$ cat src/rtl/vend_controller.sv
// Vending machine sequencer: item price lookup, coin credit accumulation,
// dispenser handshake and change return. All outputs are registered.
module vend_controller #(
  parameter int CREDIT_W = 12,
  parameter int TIMEOUT  = 1000,
  parameter int ERR_HOLD = 4
) (
  input  logic                i_clk,
  input  logic                i_reset,
  input  logic                i_check_price,
  input  logic [11:0]         i_concat_press,
  input  logic                i_coin_valid,
  input  logic [7:0]          i_coin_value,
  input  logic                i_cancel,
  input  logic                i_price_ready,
  input  logic                i_price_found,
  input  logic [CREDIT_W-1:0] i_price_data,
  input  logic                i_dispense_done,
  output logic                o_busy,
  output logic                o_clear,
  output logic                o_price_req,
  output logic [11:0]         o_item_code,
  output logic                o_dispense_req,
  output logic                o_change_valid,
  output logic [CREDIT_W-1:0] o_change_amount,
  output logic [CREDIT_W-1:0] o_credit,
  output logic                o_error
);

  // state     | meaning
  // S_IDLE    | waiting for a complete item code; coins and cancel accepted
  // S_LOOKUP  | price request outstanding
  // S_WAIT    | price known, collecting coins until paid, cancel or timeout
  // S_DISPENSE| dispense request outstanding
  // S_CHANGE  | one cycle: return remaining credit, clear keypad
  // S_ERROR   | unknown item, hold error before refunding
  typedef enum logic [2:0] {
    S_IDLE, S_LOOKUP, S_WAIT, S_DISPENSE, S_CHANGE, S_ERROR
  } state_t;

  localparam int TMO_W = (TIMEOUT  > 1) ? $clog2(TIMEOUT)  : 1;
  localparam int ERR_W = (ERR_HOLD > 1) ? $clog2(ERR_HOLD) : 1;
  localparam int SUM_W = CREDIT_W + 9;
  localparam logic [SUM_W-1:0] CREDIT_MAX = SUM_W'({CREDIT_W{1'b1}});

  state_t              r_state, w_state_nxt;
  logic                r_busy, w_busy_nxt;
  logic                r_clear, w_clear_nxt;
  logic                r_price_req, w_price_req_nxt;
  logic [11:0]         r_item_code, w_item_code_nxt;
  logic                r_dispense_req, w_dispense_req_nxt;
  logic                r_change_valid, w_change_valid_nxt;
  logic [CREDIT_W-1:0] r_change_amount, w_change_amount_nxt;
  logic [CREDIT_W-1:0] r_credit, w_credit_nxt;
  logic [CREDIT_W-1:0] r_price, w_price_nxt;
  logic                r_error, w_error_nxt;
  logic [TMO_W-1:0]    r_tmo, w_tmo_nxt;
  logic [ERR_W-1:0]    r_err_cnt, w_err_cnt_nxt;

  logic [SUM_W-1:0]    w_sum;
  logic [CREDIT_W-1:0] w_credit_add;
  logic                w_coin_ok;

  // Saturating credit addition; coins only count before dispensing starts
  always_comb begin
    w_sum        = SUM_W'(r_credit) + SUM_W'(i_coin_value);
    w_credit_add = (w_sum > CREDIT_MAX) ? {CREDIT_W{1'b1}} : w_sum[CREDIT_W-1:0];
    w_coin_ok    = i_coin_valid &&
                   (r_state == S_IDLE || r_state == S_LOOKUP || r_state == S_WAIT);
  end

  // Next-state and next-output logic
  always_comb begin
    w_state_nxt         = r_state;
    w_busy_nxt          = r_busy;
    w_clear_nxt         = 1'b0;
    w_price_req_nxt     = r_price_req;
    w_item_code_nxt     = r_item_code;
    w_dispense_req_nxt  = r_dispense_req;
    w_change_valid_nxt  = 1'b0;
    w_change_amount_nxt = r_change_amount;
    w_credit_nxt        = w_coin_ok ? w_credit_add : r_credit;
    w_price_nxt         = r_price;
    w_tmo_nxt           = r_tmo;
    w_err_cnt_nxt       = r_err_cnt;

    case (r_state)
      S_IDLE: begin
        w_busy_nxt = i_check_price;
        if (i_check_price) begin
          w_item_code_nxt = i_concat_press;
          w_price_req_nxt = 1'b1;
          w_state_nxt     = S_LOOKUP;
        end else if (i_cancel) begin
          w_state_nxt = S_CHANGE;
        end
      end
      S_LOOKUP: begin
        w_busy_nxt = 1'b1;
        if (i_price_ready) begin
          w_price_req_nxt = 1'b0;
          if (i_price_found) begin
            w_price_nxt = i_price_data;
            w_tmo_nxt   = '0;
            w_state_nxt = S_WAIT;
          end else begin
            w_err_cnt_nxt = '0;
            w_state_nxt   = S_ERROR;
          end
        end
      end
      S_WAIT: begin
        w_busy_nxt = 1'b1;
        w_tmo_nxt  = i_coin_valid ? '0 : r_tmo + TMO_W'(1);
        if (r_credit >= r_price) begin
          w_dispense_req_nxt = 1'b1;
          w_state_nxt        = S_DISPENSE;
        end else if (i_cancel) begin
          w_state_nxt = S_CHANGE;
        end else if (!i_coin_valid && r_tmo == TMO_W'(TIMEOUT - 1)) begin
          w_state_nxt = S_CHANGE;
        end
      end
      S_DISPENSE: begin
        w_busy_nxt = 1'b1;
        if (i_dispense_done) begin
          w_dispense_req_nxt = 1'b0;
          w_credit_nxt       = r_credit - r_price;
          w_state_nxt        = S_CHANGE;
        end
      end
      S_CHANGE: begin
        // busy keeps its value so it only drops once IDLE is reached
        if (r_credit != '0) begin
          w_change_valid_nxt  = 1'b1;
          w_change_amount_nxt = r_credit;
        end
        w_credit_nxt = '0;
        w_clear_nxt  = 1'b1;
        w_state_nxt  = S_IDLE;
      end
      S_ERROR: begin
        w_busy_nxt    = 1'b1;
        w_err_cnt_nxt = r_err_cnt + ERR_W'(1);
        if (r_err_cnt == ERR_W'(ERR_HOLD - 1)) w_state_nxt = S_CHANGE;
      end
      default: w_state_nxt = S_IDLE;
    endcase

    w_error_nxt = (w_state_nxt == S_ERROR);
  end

  // State and output registers; reset aborts any handshake and drops credit
  always_ff @(posedge i_clk or negedge i_reset) begin
    if (!i_reset) begin
      r_state         <= S_IDLE;
      r_busy          <= 1'b0;
      r_clear         <= 1'b0;
      r_price_req     <= 1'b0;
      r_item_code     <= '0;
      r_dispense_req  <= 1'b0;
      r_change_valid  <= 1'b0;
      r_change_amount <= '0;
      r_credit        <= '0;
      r_price         <= '0;
      r_error         <= 1'b0;
      r_tmo           <= '0;
      r_err_cnt       <= '0;
    end else begin
      r_state         <= w_state_nxt;
      r_busy          <= w_busy_nxt;
      r_clear         <= w_clear_nxt;
      r_price_req     <= w_price_req_nxt;
      r_item_code     <= w_item_code_nxt;
      r_dispense_req  <= w_dispense_req_nxt;
      r_change_valid  <= w_change_valid_nxt;
      r_change_amount <= w_change_amount_nxt;
      r_credit        <= w_credit_nxt;
      r_price         <= w_price_nxt;
      r_error         <= w_error_nxt;
      r_tmo           <= w_tmo_nxt;
      r_err_cnt       <= w_err_cnt_nxt;
    end
  end

  assign o_busy          = r_busy;
  assign o_clear         = r_clear;
  assign o_price_req     = r_price_req;
  assign o_item_code     = r_item_code;
  assign o_dispense_req  = r_dispense_req;
  assign o_change_valid  = r_change_valid;
  assign o_change_amount = r_change_amount;
  assign o_credit        = r_credit;
  assign o_error         = r_error;

endmodule

$ cat config.mk
export PLATFORM = sky130hd
export DESIGN_NAME = vend_controller
export DESIGN_NICKNAME = d
export VERILOG_FILES = /design/src/rtl/vend_controller.sv
export SDC_FILE = /design/constraint.sdc
export NUM_CORES = 1
export LEC_CHECK = 0
export BUFFER_PORTS_ARGS = -buffer_cell sky130_fd_sc_hd__clkbuf_2
export CAP_MARGIN = 40
export CORE_ASPECT_RATIO = 1.25
export CORE_MARGIN = 3
export CORE_UTILIZATION = 55
export DETAILED_ROUTE_END_ITERATION = 12
export MAX_ROUTING_LAYER = met4
export PLACE_DENSITY = 0.81
export SLEW_MARGIN = 5
export SYNTH_ARGS = -nofsm -noshare
export SYNTH_HDL_FRONTEND = slang
export SYNTH_SLANG_ARGS = --single-unit
$ cat constraint.sdc
create_clock -name i_clk -period 6.8 [get_ports i_clk]
set_input_delay 0.68 -clock i_clk [delete_from_list [all_inputs] [get_ports i_clk]]
set_output_delay 0.68 -clock i_clk [all_outputs]
set_load 0.02 [all_outputs]
==> metrics.yaml, run 1 <==
status: "complete, no violations"
synth.avg_cell_area_sq_um: 10.40
cts_setup_buffers: 0
slowest_delay_ns: 0.44
cts_buffers: 9
cp_cell_sequence: "inv_1 > ha_1 > inv_1 > fa_1 > a21o_1 > a21oi_2 > o221a_2 > o21ai_1 > a211oi_2 > o21ai_0"
multi_input_area_sq_um: 2076
endpoint_kind: "flop"
fmax_mhz: 391.2
synth_seq_area_share: 0.4381
port_buffers: 81
cts_resized: 0
cpMostUsedCell: "inv_1"
pin_count: 82
synth-edff-count: 0
cp_top_family: "compound AO/OA/AOI/OAI gates"
clkTransAtPathRegs_ns: 0.08
slew_violations: 0
fin_nets: 529
cts_tree: "done"
rows: 33
skew_ns: 0.01145
synth_ff_type: "dfrtp_1"
r2r_start: "o_credit[0]$_DFF_PN0_"
ys_ff_latch: 69
grt.overflow.total: 0
ys_async_sr_fraction: 1.000
synth.net_count: 443
met3_length_um: 474
antenna_left: 0
setup_viol: 0
syn_inst: 379
period_needed_ns: 2.556
place.gp.congestion: 0.9541
clockBufferDepth: 2
hold_path.class: "input pin to asynchronous set/reset pin"
die_area_sq_um: 8224
drc: 0
startpoint_type: "flop"
ys_warn_count: 0
dr_wl_met2_um: 4858
die_h_um: 100.6
core_sq_um: 6771
dr.pass1.iters: 5
seqCellArea_sq_um: 1727
path_max_fanout: 6
crit_start: "o_credit[0]$_DFF_PN0_"
peakVddDrop_mv: 0.2722
required_ns: 7.01
slew_headroom: 0.5997
initial_core_util: 0.5820
worst_pin_slew_ns: 0.5990
root_buffer: "clkbuf_8"
max-cap-violations: 0
post-route-period-util: 0.3759
hold_viol_final: 0
vias_per_cell: 5.822
ys_types: 62
p_leak_nw: 2.187
rsz0062_at_grt: "false"
wirelength_um: 9286
clock_sinks: 69
syn-cell-area_sq_um: 3941
p_per_area_nw_per_um2: 536.0
wl_met1_um: 3735
dieWidth_um: 81.72
diodes: 0
antenna_found_initial: 0
dp_cells: 541
clock_latency_ns: 0.36
n_fill_cell: 558
area_growth_pct: 18.38
vias: 3243
dp_hpwl_um: 7122
drtIter0Drc: 152
track_usage: 0.2492
wl_per_cell_um: 16.67
crit_type: "flop to flop"
grt_pass1_vias: 3255
cts_hold_buf: 0
top_layer: "met4"
grt_pass1_wl_um: 15310
whs_ns: 0.3057
drive_gt1_frac: 0.2574
grt_max_degree: 45
crit_buf_inv: 2
htree_levels: 3
slowest_stage: "dfrtp_1"
setup_tns_ns: 0
layoutNonFillerInstCount: 557
worstPathArrival_ns: 2.76
-- layout by cell type (no fill, tap or decap), types with 7 or more instances in the layout --
cell	n
nand3_1	7
o21ai_1	20
o21ai_0	12
a21oi_1	19
clkbuf_8	10
nor2_1	23
inv_1	22
dfrtp_1	69
clkbuf_2	80
ha_1	22
mux2_1	27
nand2_1	27
mux2_2	9
o221ai_1	7
xnor2_1	10
-- routing by layer --
metal / vias up / track usage
met1: 1564 / 0.2968
met5: - / -
li1: 1558 / -
met3: 19 / 0.04383
met2: 102 / 0.4166
met4: 0 / 0.09719
-- flip-flops by register name, summed over array words and instances, names as in the netlist, 2 cells and up --
signal	count
o_change_amount	12
r_state	3
r_err_cnt	2
o_item_code	12
r_price	12
r_tmo	10
o_credit	12
-- metrics by stage --
step / power [W] / setup slack, ns / area, sq um / util
after floorplan: 0.001735 / 4.439 / 3941 / -
after global placement: 0.002090 / 4.251 / 4422 / 0.6530
after detailed placement: 0.002127 / 4.173 / 4442 / 0.6560
after CTS: 0.002514 / 4.267 / 4666 / 0.6890
after global routing: 0.002692 / 4.042 / 4666 / 0.6890
final: 0.002501 / 4.244 / 4666 / 0.6890
-- power breakdown --
part	internal [W]	switching, W	total, W	leakage (nW)
clock	0.000218	0.000163	0.000381	0.114
sequential	0.000583	0.000172	0.000755	0.855
combinational	0.000583	0.000783	0.00137	1.22
total	0.00138	0.00112	0.00250	2.19
-- cell type report --
cell class,instances,share of cell area
inverter,22,0.01770
timing repair buffer,85,0.09600
clock inverter,5,0.01770
sequential,69,0.3701
clock buffer,11,0.03030
tap,87,0.02333
multi-input combinational,278,0.4449
-- kinds of logic after synthesis --
| logic type | share of synthesized area |
|---|---|
| multiplexers | 0.1079 |
| adder cells (fa/ha/maj) | 0.08000 |
| buffers and inverters | 0.03523 |
| XOR/XNOR | 0.03333 |
| AO/OA/AOI/OAI | 0.1737 |
| AND/OR/NAND/NOR | 0.1318 |
| flip-flops | 0.4381 |
-- Yosys cell counts, types with 3 or more instances --
cell,number,share of area
mux2_2,9,0.026
clkbuf_1,3,0.0029
xor2_1,5,0.011
nand2_1,27,0.026
a31oi_1,3,0.0048
nor3_1,4,0.0051
a21o_1,5,0.0095
buf_2,3,0.0038
dfrtp_1,69,0.44
o221ai_1,7,0.016
nor2b_1,6,0.0095
nor2_1,23,0.022
mux2_1,27,0.077
a21oi_1,19,0.024
nand3_1,7,0.0089
inv_1,22,0.021
xnor2_1,10,0.022
o31ai_1,3,0.0057
nand4_1,5,0.0079
and3b_1,3,0.0067
o22ai_1,3,0.0048
o21ai_1,20,0.025
o21a_1,6,0.011
nor4_1,5,0.0079
ha_1,22,0.070
o21ai_0,12,0.015
nand2b_1,6,0.0095
-- worst paths after layout --
kind | endpoint | slack [ns] | depth (start not counted)
worst min register to register | o_change_amount[11]$_DFFE_PN0P_ | 0.49 | 1
min in group i_clk | o_change_amount[11]$_DFFE_PN0P_ | 0.49 | 1
worst max register to register | r_state[1]$_DFF_PN0_ | 4.24 | 10
worst min-delay path | o_change_amount[3]$_DFFE_PN0P_ | 0.31 | 2
worst max-delay path | r_state[1]$_DFF_PN0_ | 4.24 | 10
max in group asynchronous | r_tmo[3]$_DFFE_PN0P_ | 5.94 | 3
(Power assumes the default switching activity.)
==> inputs of run 2 (changes only) <==
Settings changed: CORE_UTILIZATION 55 to 50, PLACE_DENSITY 0.81 to 0.78.
Clock period 6.8 ns to 2.1 ns, I/O delays scaled along.
==> metrics.yaml, run 2 (synthesis results as in run 1) <==
endpoint_kind: "flop"
status: "finished with violations"
setup_tns_ns: -1.067  # -1.067 ns
wirelength_um: 9536  # +2.7%
drtIter0Drc: 150  # -1.3%
hold_path.class: "input pin to flop"
skew_ns: 0.007860  # -0.003587 ns
slew_violations: 0  # unchanged
worst_pin_slew_ns: 0.5066  # -0.09247 ns
die_h_um: 105.3  # +4.6%
die_area_sq_um: 8991  # +9.3%
track_usage: 0.2284  # -0.02080
fmax_mhz: 449.5  # +15%
clock_sinks: 69  # unchanged
dieWidth_um: 85.41  # +4.5%
max-cap-violations: 0  # unchanged
required_ns: 2.38  # -4.63 ns
grt_max_degree: 28  # -38%
setup_viol: 16  # +16
worstPathArrival_ns: 2.50  # -0.26 ns
post-route-period-util: 1.059  # +0.6835
cp_cell_sequence: "ha_2 > inv_2 > fa_2 > nor2b_2 > o31a_1 > o31ai_4 > buf_6 > o21ai_4 > o221ai_2 > o21ai_1"
dr.pass1.iters: 4  # -1
p_per_area_nw_per_um2: 1749  # +230%
core_sq_um: 7532  # +11%
slowest_stage: "dfrtp_2"
drc: 0  # unchanged
layoutNonFillerInstCount: 596  # +7.0%
whs_ns: 0.05845  # -0.2472 ns
use_met1: 0.2665  # -0.03030
grt_pass1_vias: 3397  # +4.4%
hold_viol_final: 0  # unchanged
violations: "negative setup slack"
area_growth_pct: 26.38
root_buffer: "clkbuf_8"
layout_common_cells: "clkbuf_2 (80), dfrtp_1 (66), buf_4 (36), nand2_1 (27), mux2_1 (27)"
clkTransAtPathRegs_ns: 0.08  # about the same
clockBufferDepth: 2  # unchanged
peakVddDrop_mv: 0.9237  # +240%
startpoint_type: "flop"
initial_core_util: 0.5233  # -0.05878
fin_nets: 563  # +6.4%
diodes: 0  # unchanged
antenna_left: 0  # unchanged
cts_tree: "done"
cts_buffers: 9  # unchanged
dp_hpwl_um: 7224  # +1.4%
p_leak_nw: 2.323  # +6.2%
n_fill_cell: 624  # +12%
wl_per_cell_um: 16.00  # -4.0%
crit_type: "flop to flop"
rsz0062_at_grt: "true"
grt_pass1_wl_um: 15870  # +3.7%
vias: 3372  # +4.0%
place.gp.congestion: 0.9021  # -5.5%
rows: 35  # +6.1%
slowest_delay_ns: 0.39  # -0.05 ns
htree_levels: 3  # unchanged
port_buffers: 81  # unchanged
grtUsageMet2: 0.3850  # -0.03156
pin_count: 82  # unchanged
grt.overflow.total: 0  # unchanged
final_common_cell: "clkbuf_2"
period_needed_ns: 2.225  # -0.3316 ns
antenna_found_initial: 0  # unchanged
vias_per_cell: 5.658  # -2.8%
worst_slack_ns: -0.1247  # -4.368 ns
dp_cells: 573  # +5.9%
drive_gt1_frac: 0.3492  # +0.09176
gr-usage-met3: 0.03987  # -0.003953
path_max_fanout: 8  # +2
slew_headroom: 0.6580  # +0.05833
clock_latency_ns: 0.36  # about the same
grt_busiest_layer: "met2"
[run 2: cell count changes in the layout (fill, tap and decap cells not counted), sizes merged, moves of 2 or more]
| cell | delta |
|---|---|
| buf | +33 |
| bufinv | -2 |
| clkinv | +2 |
| clkinvlp | +2 |
[run 2: stage by stage]
step / worst slack [ns] / area (sq um) / utilization / power [W]
after floorplan: -0.07140 / 3969 / - / 0.005679
after global placement: -0.09770 / 4666 / 0.6194 / 0.007232
after detailed placement: -0.1526 / 4666 / 0.6194 / 0.007369
after CTS: -0.1094 / 4910 / 0.6518 / 0.008514
after global routing: -0.2336 / 4981 / 0.6613 / 0.009367
final: -0.1247 / 4981 / 0.6613 / 0.008711
[run 2: area by class of cell]
type / instances / area (sq um) / share of cell area
Tap cell: 92 / 115.1 / 0.02311
Sequential cell: 69 / 1730 / 0.3474
Clock inverter: 6 / 38.79 / 0.007787
Multi-Input combinational cell: 278 / 2180 / 0.4376
Clock buffer: 10 / 137.6 / 0.02763
Timing Repair Buffer: 119 / 696.9 / 0.1399
Inverter: 22 / 82.58 / 0.01658
[run 2: critical path, delay by kind of cell, from the launching register on]
kind	cells	cell delay [ns]
buffers and inverters	2	0.18
DFF	1	0.39
adders and majority gates	2	0.54
AOI/OAI and AO/OA	5	0.89
and+or+nand+nor	1	0.15
[run 2: path summary, 6_finish.rpt]
| kind | startpoint | endpoint | slack, ns | cells after the start |
|---|---|---|---|---|
| setup / recovery | o_credit[0]$_DFF_PN0_ | o_credit[1]$_DFF_PN0_ | -0.12 | 10 |
| min in group asynchronous | i_reset | o_change_amount[2]$_DFFE_PN0P_ | 0.29 | 2 |
| hold / removal | i_price_data[0] | r_price[0]$_DFFE_PN0P_ | 0.06 | 2 |
| setup reg to reg | o_credit[0]$_DFF_PN0_ | o_credit[1]$_DFF_PN0_ | -0.12 | 10 |
| max in group asynchronous | i_reset | r_price[5]$_DFFE_PN0P_ | 1.11 | 3 |
| hold reg to reg | r_tmo[8]$_DFFE_PN0P_ | r_tmo[8]$_DFFE_PN0P_ | 0.48 | 1 |
[run 2: timing repair]
| item | in CTS | in global routing |
|---|---|---|
| pin swaps | 11 | 5 |
| endpoints found under the hold margin | 15 | 0 |
| hold buffers | 1 | 0 |
| endpoints found under the setup margin | 16 | 16 |
| setup buffers | 3 | 3 |
| gates resized for setup | 7 | 10 |
[run 2: per-layer routing]
metal | vias to the layer above | wire length [um]
met5 | - | 0
li1 | 1629 | -
met4 | 0 | 175
met2 | 86 | 5025
met1 | 1641 | 3924
met3 | 16 | 410
[run 2: power breakdown]
group          internal (W)  switching (W)
Sequential          0.00189       0.000463
Combinational       0.00249        0.00289
Clock              0.000455       0.000526
Total               0.00484        0.00387
